--- config.mk ---
export PLATFORM = sky130hd
export DESIGN_NAME = aes_sbox_sched
export DESIGN_NICKNAME = d
export VERILOG_FILES = /design/src/rtl/aes_pkg.sv /design/src/rtl/s_box.sv /design/src/rtl/aes_sbox_sched.sv
export SDC_FILE = /design/constraint.sdc
export NUM_CORES = 1
export LEC_CHECK = 0
export BUFFER_PORTS_ARGS = -buffer_cell sky130_fd_sc_hd__clkbuf_2
export CORE_UTILIZATION = 25
export CTS_CLUSTER_DIAMETER = 100
export CTS_CLUSTER_SIZE = 20
export DETAILED_ROUTE_END_ITERATION = 10
export GPL_TIMING_DRIVEN = 1
export PLACE_DENSITY = 0.43
export SYNTH_ARGS = -nofsm -noshare
export SYNTH_HDL_FRONTEND = slang
export SYNTH_SLANG_ARGS = --single-unit
export TNS_END_PERCENT = 10
--- constraint.sdc ---
create_clock -name clk -period 11.6 [get_ports clk]
set_clock_uncertainty 0.15 [all_clocks]
set_input_delay 0 -clock clk [delete_from_list [all_inputs] [get_ports clk]]
set_output_delay 0 -clock clk [all_outputs]
set_load 0.005 [all_outputs]
--- src/rtl/aes_pkg.sv ---
// Shared AES types and constants used by the AES core blocks.
// Holds the scheduler FSM / owner enumerations and the per-request byte counts.
package aes_pkg;

  typedef logic [127:0] aes_state_t;
  typedef logic [31:0]  aes_word_t;
  typedef logic [7:0]   aes_byte_t;

  typedef enum logic [1:0] {
    IDLE,
    SUB,
    DONE
  } sbox_sched_state_e;

  typedef enum logic {
    OWN_KS,
    OWN_SB
  } sbox_owner_e;

  localparam int AES_KS_BYTES = 4;
  localparam int AES_SB_BYTES = 16;

endpackage

--- src/rtl/s_box.sv ---
// AES forward S-box: combinational 8-bit substitution, input a, output c.
module s_box (
  input  logic [7:0] a,
  output logic [7:0] c
);

  localparam logic [7:0] SBOX [256] = '{
    8'h63, 8'h7c, 8'h77, 8'h7b, 8'hf2, 8'h6b, 8'h6f, 8'hc5, 8'h30, 8'h01, 8'h67, 8'h2b, 8'hfe, 8'hd7, 8'hab, 8'h76,
    8'hca, 8'h82, 8'hc9, 8'h7d, 8'hfa, 8'h59, 8'h47, 8'hf0, 8'had, 8'hd4, 8'ha2, 8'haf, 8'h9c, 8'ha4, 8'h72, 8'hc0,
    8'hb7, 8'hfd, 8'h93, 8'h26, 8'h36, 8'h3f, 8'hf7, 8'hcc, 8'h34, 8'ha5, 8'he5, 8'hf1, 8'h71, 8'hd8, 8'h31, 8'h15,
    8'h04, 8'hc7, 8'h23, 8'hc3, 8'h18, 8'h96, 8'h05, 8'h9a, 8'h07, 8'h12, 8'h80, 8'he2, 8'heb, 8'h27, 8'hb2, 8'h75,
    8'h09, 8'h83, 8'h2c, 8'h1a, 8'h1b, 8'h6e, 8'h5a, 8'ha0, 8'h52, 8'h3b, 8'hd6, 8'hb3, 8'h29, 8'he3, 8'h2f, 8'h84,
    8'h53, 8'hd1, 8'h00, 8'hed, 8'h20, 8'hfc, 8'hb1, 8'h5b, 8'h6a, 8'hcb, 8'hbe, 8'h39, 8'h4a, 8'h4c, 8'h58, 8'hcf,
    8'hd0, 8'hef, 8'haa, 8'hfb, 8'h43, 8'h4d, 8'h33, 8'h85, 8'h45, 8'hf9, 8'h02, 8'h7f, 8'h50, 8'h3c, 8'h9f, 8'ha8,
    8'h51, 8'ha3, 8'h40, 8'h8f, 8'h92, 8'h9d, 8'h38, 8'hf5, 8'hbc, 8'hb6, 8'hda, 8'h21, 8'h10, 8'hff, 8'hf3, 8'hd2,
    8'hcd, 8'h0c, 8'h13, 8'hec, 8'h5f, 8'h97, 8'h44, 8'h17, 8'hc4, 8'ha7, 8'h7e, 8'h3d, 8'h64, 8'h5d, 8'h19, 8'h73,
    8'h60, 8'h81, 8'h4f, 8'hdc, 8'h22, 8'h2a, 8'h90, 8'h88, 8'h46, 8'hee, 8'hb8, 8'h14, 8'hde, 8'h5e, 8'h0b, 8'hdb,
    8'he0, 8'h32, 8'h3a, 8'h0a, 8'h49, 8'h06, 8'h24, 8'h5c, 8'hc2, 8'hd3, 8'hac, 8'h62, 8'h91, 8'h95, 8'he4, 8'h79,
    8'he7, 8'hc8, 8'h37, 8'h6d, 8'h8d, 8'hd5, 8'h4e, 8'ha9, 8'h6c, 8'h56, 8'hf4, 8'hea, 8'h65, 8'h7a, 8'hae, 8'h08,
    8'hba, 8'h78, 8'h25, 8'h2e, 8'h1c, 8'ha6, 8'hb4, 8'hc6, 8'he8, 8'hdd, 8'h74, 8'h1f, 8'h4b, 8'hbd, 8'h8b, 8'h8a,
    8'h70, 8'h3e, 8'hb5, 8'h66, 8'h48, 8'h03, 8'hf6, 8'h0e, 8'h61, 8'h35, 8'h57, 8'hb9, 8'h86, 8'hc1, 8'h1d, 8'h9e,
    8'he1, 8'hf8, 8'h98, 8'h11, 8'h69, 8'hd9, 8'h8e, 8'h94, 8'h9b, 8'h1e, 8'h87, 8'he9, 8'hce, 8'h55, 8'h28, 8'hdf,
    8'h8c, 8'ha1, 8'h89, 8'h0d, 8'hbf, 8'he6, 8'h42, 8'h68, 8'h41, 8'h99, 8'h2d, 8'h0f, 8'hb0, 8'h54, 8'hbb, 8'h16
  };

  assign c = SBOX[a];

endmodule

--- src/rtl/aes_sbox_sched.sv ---
// Shares a single s_box between the key-expansion (SubWord) and round
// (SubBytes) requesters, one byte per clock, with a one-cycle response pulse.
// Optional build macro AES_SBOX_SCHED_RR_ARB_EN selects round-robin
// arbitration; without it KS has fixed priority over SB.
module aes_sbox_sched
  import aes_pkg::*;
#(
  parameter int KS_BYTES = AES_KS_BYTES,
  parameter int SB_BYTES = AES_SB_BYTES
) (
  input  logic         clk,
  input  logic         rst,
  input  logic         ks_req_valid,
  output logic         ks_req_ready,
  input  logic [31:0]  ks_word,
  output logic         ks_rsp_valid,
  output logic [31:0]  ks_sub_word,
  input  logic         sb_req_valid,
  output logic         sb_req_ready,
  input  logic [127:0] sb_state,
  output logic         sb_rsp_valid,
  output logic [127:0] sb_sub_state,
  output logic         busy
);

  sbox_sched_state_e state_q, state_d;
  sbox_owner_e       owner_q;
  logic [3:0]        cnt_q;
  logic [3:0]        last_idx;
  aes_state_t        operand_q;
  aes_word_t         ks_res_q;
  aes_state_t        sb_res_q;
  aes_byte_t         sbox_a, sbox_c;
  logic              grant_ks;
  logic              idle_ok;
  logic              hs_ks, hs_sb;

  s_box u_s_box (
    .a (sbox_a),
    .c (sbox_c)
  );

`ifdef AES_SBOX_SCHED_RR_ARB_EN
  sbox_owner_e rr_last_q;

  // Round-robin grant: on a tie the requester not served last wins.
  always_comb begin
    grant_ks = 1'b1;
    if (ks_req_valid && sb_req_valid) grant_ks = (rr_last_q == OWN_SB);
    else if (sb_req_valid)            grant_ks = 1'b0;
  end

  // Remember who was served last; reset value lets KS win the first tie.
  always_ff @(posedge clk) begin
    if (rst)        rr_last_q <= OWN_SB;
    else if (hs_ks) rr_last_q <= OWN_KS;
    else if (hs_sb) rr_last_q <= OWN_SB;
  end
`else
  // Fixed priority grant: KS wins whenever it is requesting.
  always_comb begin
    grant_ks = ks_req_valid || !sb_req_valid;
  end
`endif

  assign idle_ok      = (state_q == IDLE) && !rst;
  assign ks_req_ready = idle_ok && grant_ks;
  assign sb_req_ready = idle_ok && !grant_ks;
  assign hs_ks        = ks_req_ready && ks_req_valid;
  assign hs_sb        = sb_req_ready && sb_req_valid;

  assign last_idx     = (owner_q == OWN_KS) ? 4'(KS_BYTES - 1) : 4'(SB_BYTES - 1);
  assign sbox_a       = (state_q == SUB) ? operand_q[{cnt_q, 3'b000} +: 8] : 8'h00;

  assign ks_rsp_valid = !rst && (state_q == DONE) && (owner_q == OWN_KS);
  assign sb_rsp_valid = !rst && (state_q == DONE) && (owner_q == OWN_SB);
  assign busy         = !rst && (state_q != IDLE);
  assign ks_sub_word  = ks_res_q;
  assign sb_sub_state = sb_res_q;

  // Next-state logic: accept in IDLE, stream N bytes in SUB, pulse in DONE.
  always_comb begin
    state_d = state_q;
    case (state_q)
      IDLE:    if (hs_ks || hs_sb) state_d = SUB;
      SUB:     if (cnt_q == last_idx) state_d = DONE;
      DONE:    state_d = IDLE;
      default: state_d = IDLE;
    endcase
  end

  // Control state: FSM, owner and byte counter (counter holds at N-1).
  always_ff @(posedge clk) begin
    if (rst) begin
      state_q <= IDLE;
      owner_q <= OWN_KS;
      cnt_q   <= 4'd0;
    end else begin
      state_q <= state_d;
      if (hs_ks) begin
        owner_q <= OWN_KS;
        cnt_q   <= 4'd0;
      end else if (hs_sb) begin
        owner_q <= OWN_SB;
        cnt_q   <= 4'd0;
      end else if ((state_q == SUB) && (cnt_q != last_idx)) begin
        cnt_q   <= cnt_q + 4'd1;
      end
    end
  end

  // Operand capture on handshake; later input changes are ignored.
  always_ff @(posedge clk) begin
    if (hs_ks)      operand_q <= {96'd0, ks_word};
    else if (hs_sb) operand_q <= sb_state;
  end

  // Result assembly: one substituted byte per SUB cycle into the owner's register.
  always_ff @(posedge clk) begin
    if (rst) begin
      ks_res_q <= '0;
      sb_res_q <= '0;
    end else if (state_q == SUB) begin
      if (owner_q == OWN_KS) ks_res_q[{cnt_q[1:0], 3'b000} +: 8] <= sbox_c;
      else                   sb_res_q[{cnt_q, 3'b000} +: 8]      <= sbox_c;
    end
  end

endmodule

# Yosys cells after proc, flatten, opt, wreduce, memory -nomap -nowiden
# Memory sizes are Yosys's and may differ from the RTL's.
# Cells that the tools add are included.
# word_totals
in_bits	164
mem_bits_ro	2048
reg_bits	295
out_inout_bits	165
n_memories	1
elab_cells	59
# classes
n_eq_ne	6
n_bitwise	2
n_lt_le_gt_ge	1
n_addsub	3
n_shift	5
n_reduce_logical	23
mux	11
# memory_table
memory	depth	width	rd	rd_ports_with_merged_regs	write_ports	line_no	rtl
(no name shown)	256	8	1	0	0	s_box.sv:26	assign c = SBOX[a];
# op_table
cell	count
$bwmux W128	1
$shift A8 B9 Y128 const A	1
$shiftx A128 B8 Y8	1
$shiftx A8 B9 Y128	1
$mux W32	2
$bwmux W32	1
$shift A8 B7 Y32 const A	1
$shiftx A8 B7 Y32	1
$mux W8	3
$logic_and A1 B1 Y1	10
$ge A9 B9 Y1 const B	1
$neg A7 Y9	1
$not A8 Y9	1
$neg A5 Y7	1
$reduce_and A2 Y1	3
$add A4 B1 Y4 const B	1
$eq A4 B4 Y1	1
$mux W2	2
$mux W4	1
$ne A2 B1 Y1 const B	2
$ne A4 B4 Y1	1
$pmux W2 S2	1
$reduce_bool A2 Y1	2
$logic_not A1 Y1	3
7 further kinds	8

# Depth between registers and ports, before layout
# logic_depth
ltp_word	8
mapped_depth	20
ltp_nobuf	13

# By module
# A second synthesis with hierarchy kept.
# hier_totals
hier_cells	1874
area_unflattened_um2	15698.8
# by_module_without_submodules
mod	seq_area_each_um2	cells_each	area_per_inst_um2	n_inst
aes_sbox_sched	6226.0	1342	12482.0	1
s_box	0.0	532	3216.8	1

# Worst setup path before layout
# No wires, ideal clock.
# synth_path
path_type	flip-flop to flip-flop
start	reg cnt_q[0]
end	reg ks_res_q[12] (netlist: ks_sub_word[12])
arrival_time_ns	4.061
n_path_buf	6
setup_slack_ns	7.270
path_stages_with_launch	19
required_ns	11.331
path_cell_list	dfxtp_1 -> buf_6 -> buf_6 -> buf_6 -> mux2i_1 -> a21oi_1 -> a22o_1 -> buf_2 -> inv_2 -> ha_1 -> clkbuf_1 -> clkinv_1 -> a22oi_1 -> a221oi_1 -> o311a_1 -> a311oi_2 -> or2_1 -> buf_2 -> o21ai_1
# synth_via
elab_chain_len	8
elab_cells_between_ends	10
classes_between	add/sub: 1; shift: 3; mux: 4; bitwise: 1; memory: 1
# synth_rtl
element	line_no	rtl
start: declaration	aes_sbox_sched.sv:28	logic [3:0] cnt_q;
start signal: assignment	aes_sbox_sched.sv:107	cnt_q <= cnt_q + 4'd1;
$shiftx A128 B8 Y8	aes_sbox_sched.sv:73	assign sbox_a = (state_q == SUB) ? operand_q[{cnt_q, 3'b000} +: 8] : 8'h00;
$mux W8	aes_sbox_sched.sv:73	
$not A8 Y9 (implied by the code)	s_box.sv:26	
$mem_v2 Z256 W8	--	
$mux W8 (implied by the code) (2 in series)	s_box.sv:26	
$shiftx A8 B7 Y32	aes_sbox_sched.sv:124	if (owner_q == OWN_KS) ks_res_q[{cnt_q[1:0], 3'b000} +: 8] <= sbox_c;
$bwmux W32 *	aes_sbox_sched.sv:124	
end signal: indexed assignment	aes_sbox_sched.sv:124	
end: declaration	aes_sbox_sched.sv:31	aes_word_t ks_res_q;
# Mark *: on every way between the ends. The rest lies on a longest branch, timed or not. The select of a mux whose other input is x is not followed.
# A chain may end at the register's enable or synchronous reset.

# Final worst setup path
# layout_path
start	reg cnt_q[1]
end	reg sb_res_q[104] (netlist: sb_sub_state[104])
# layout_via
elab_chain_len	8
elab_cells_between_ends	10
classes_between	add/sub: 1; shift: 3; mux: 4; bitwise: 1; memory: 1
# layout_rtl
element	line_no	rtl
$shiftx A128 B8 Y8	aes_sbox_sched.sv:73	
$mux W8	aes_sbox_sched.sv:73	
$not A8 Y9 (implied by the code)	s_box.sv:26	
$mem_v2 Z256 W8	--	
$mux W8 (implied by the code) (2 in series)	s_box.sv:26	
$shiftx A8 B9 Y128	aes_sbox_sched.sv:125	else sb_res_q[{cnt_q, 3'b000} +: 8] <= sbox_c;
$bwmux W128 *	aes_sbox_sched.sv:125	
end signal: indexed assignment	aes_sbox_sched.sv:125	
end: declaration	aes_sbox_sched.sv:32	aes_state_t sb_res_q;
# Marked as above.

==> impl_metrics.tcl <==
set metrics [dict create \
    status "completed" \
    combinationalPowerShare 0.271 \
    hold_path_class "in -> reg" \
    power_frac_clock 0.272 \
    dp_slack_ns 5.49 \
    drive_above_1_share 0.214 \
    cp.arrival_ns 6.48 \
    synthArstFlopShare 0 \
    synth_edf_count 32 \
    h-tree-depth 1 \
    overflow 0 \
    wl_per_cell_um 23.3 \
    p_sw_mw 0.818 \
    route.detailed.drc 0 \
    vias_per_cell 5.35 \
    finalMaxSlewViolations 0 \
    antenna_left 0 \
    stdcell_count 3055 \
    hold_buffers 192 \
    clk_latency_ns 0.53 \
    synth_top_cell_by_area "dfxtp_1" \
    fin_nets 2452 \
    place_inst 2838 \
    clock-root-buffer "clkbuf_16" \
    slew_headroom 0.247 \
    fin_crit_sh 0.534 \
    reg2reg_slack_ns 5.41 \
    port-buffer-count 328 \
    cts_tree "done" \
    start_kind "flop" \
    gp_congestion 0.963 \
    powerDensity_nw_per_um2 121 \
    drv_cap 0 \
    first_global_vias 16100 \
    fp.coreArea_um2 60700 \
    setup_viol 0 \
    finalCoreUtilization 0.330 \
    clock_path_buffers 3 \
    num_vias 16300 \
    syn-mean-instance-area_um2 8.37 \
    synth_ff_type "dfxtp_1" \
    dieArea_um2 62700 \
    n_antenna_cell 0 \
    p_leak_nw 7.73 \
    crit_fanout 14 \
    timing_hold_violations_final 0 \
    worst_ep_required_time_ns 11.89 \
    drt-total-wl_um 71300 \
    p_total_mw 2.43 \
    ys_top_cells_by_area "dfxtp_1 34%, nand2_1 8.8%, edfxtp_1 6.2%" \
    rsz0062_at_grt "false" \
    hpwlAfterDp_um 50300 \
    internal_power_mw 1.61 \
    row_count 90 \
    fmax_mhz 162 \
    fin_tns_setup_ns 0 \
    start_util 0.254 \
    ys_types 96 \
    path_class "reg -> reg" \
    cts_resized 0 \
    antenna_found_initial 1 \
    firstDrtPassIters 6 \
    synth_cells 1845 \
    ir_drop_uv 68.0 \
    path_clk_slew_ns 0.09 \
    synth_top_area_frac 0.341 \
    ys_ff_latch 295 \
    grt_pass1_wl_um 106000 \
    cts_inserted_buffers 19 \
    seq_area_frac_synth 0.403 \
    synthToLayoutAreaGrowth_pct 29.7 \
    p_sw_frac 0.338 \
    yosys_warnings 0 \
    die_h_um 250 \
    synthesis.area_um2 15400 \
    cts.sinks 295 \
    endpoint_kind "flop" \
    drt_iter0_drc 1500 \
    grt_max_degree 80 \
    worst_pin_slew_ns 1.13 \
    track_usage 0.221 \
    post-route-min-period_ns 6.19 \
    die_w_um 250 \
    fin_ws_ns 5.41 \
    ios 329 \
    synthesis.nets 2028 \
    pwr-share-seq 0.456 \
    post_cts_buffers 0 \
]
critical path, stage by stage (launching register included):
cell and delay (ns):
dfxtp_2 0.54, buf_4 0.35, nor2b_1 0.68, a21oi_1 0.13, a22o_1 0.47, inv_1 0.36, ha_1 0.79, nand2_1 0.47
a221oi_1 0.58, mux2i_1 0.14, a32o_1 0.26, o32ai_4 0.27, nand2_1 0.57, o21ai_0 0.30
cells by family (layout without fill, tap and decap cells):
family | Yosys count | count (layout) | share of synthesized area
xor+xnor | 6 | 6 | 0.00340
mux | 94 | 94 | 0.0774
simple gates | 672 | 672 | 0.190
compound gates | 586 | 586 | 0.252
buf+inv | 173 | 601 | 0.0580
flops | 295 | 295 | 0.403
fa+ha+maj | 19 | 19 | 0.0154
routing by layer:
metal | part of all wire | track usage | wire length, µm | up-vias
met5 | 0 | 0 | 0 | -
met4 | 0.032 | 0.0715 | 2290 | 0
met3 | 0.066 | 0.0309 | 4680 | 128
met2 | 0.46 | 0.364 | 33000 | 762
met1 | 0.44 | 0.298 | 31400 | 7927
li1 | - | - | - | 7527
area by class of cell:
| class | count | area [µm²] |
|---|---|---|
| timing repair buffer | 558 | 3850 |
| tap | 782 | 978 |
| multi-input combinational | 1377 | 8380 |
| fill | 6360 | 40700 |
| clock inverter | 3 | 33.8 |
| sequential | 295 | 6230 |
| clock buffer | 22 | 487 |
| inverter | 18 | 68.8 |
cell usage in the layout (no fill, tap or decap), drive strengths merged, types with 39 or more instances in the layout:
| cell | synthesis | routed |
|---|---|---|
| nand2b | 41 | 41 |
| a22o | 40 | 40 |
| nand3 | 41 | 41 |
| a21oi | 187 | 187 |
| nor3 | 44 | 44 |
| o21ai | 119 | 119 |
| dfxtp | 263 | 263 |
| buf | 80 | 39 |
| nor2 | 128 | 128 |
| nand2 | 363 | 363 |
| mux2i | 44 | 44 |
| clkbuf | 75 | 349 |
| dlygate4sd3 | 0 | 192 |
synthesized netlist by cell type, drive strengths merged, types with 6 or more instances:
master,number
nand2b,41
nor2,128
mux2i,44
mux2,33
a22oi,7
o32ai,12
a31oi,17
nand3,41
a311oi,12
a21oi,187
o21a,19
inv,17
o21ai,119
a211oi,29
a22o,40
and2,8
o31ai,7
edfxtp,32
or3,10
nor3,44
a311o,6
a211o,8
mux4,17
nor2b,6
ha,19
a222oi,6
a221oi,8
o221ai,14
nand2,363
clkbuf,75
buf,80
o311ai,8
o22ai,34
dfxtp,263
o211ai,11
worst paths after layout:
path / from / to / depth (start not counted)
worst max-delay path: cnt_q[1] / sb_sub_state[104] / 13
worst min-delay path: ks_req_valid / operand_q[60] / 5
worst max register to register: cnt_q[1] / sb_sub_state[104] / 13
worst min register to register: sb_sub_state[57] / sb_sub_state[57] / 2
registers in the layout, indices dropped and copies added (netlist names):
register / count
state_q: 2
operand_q: 128
ks_sub_word: 32
cnt_q: 4
owner_q: 1
sb_sub_state: 128
power by group through the flow:
stage	sequential [mW]	clock [mW]	combinational (mW)
floorplan	1.12	0	0.366
global route	1.11	0.722	0.697
detailed placement	1.13	0	0.580
CTS	1.11	0.685	0.642
finish	1.11	0.661	0.658
global placement	1.13	0	0.587
per-stage QoR:
step | hold slack (ns) | instance area (µm²)
4_1_cts | 0.0465 | 20000
3_3_place_gp | 0.0797 | 17600
2_1_floorplan | -0.0140 | 15400
5_1_grt | 0.0870 | 20000
6_report | 0.0627 | 20000
3_5_place_dp | 0.0811 | 17600
Note: power is estimated with default switching activity, not from simulation.
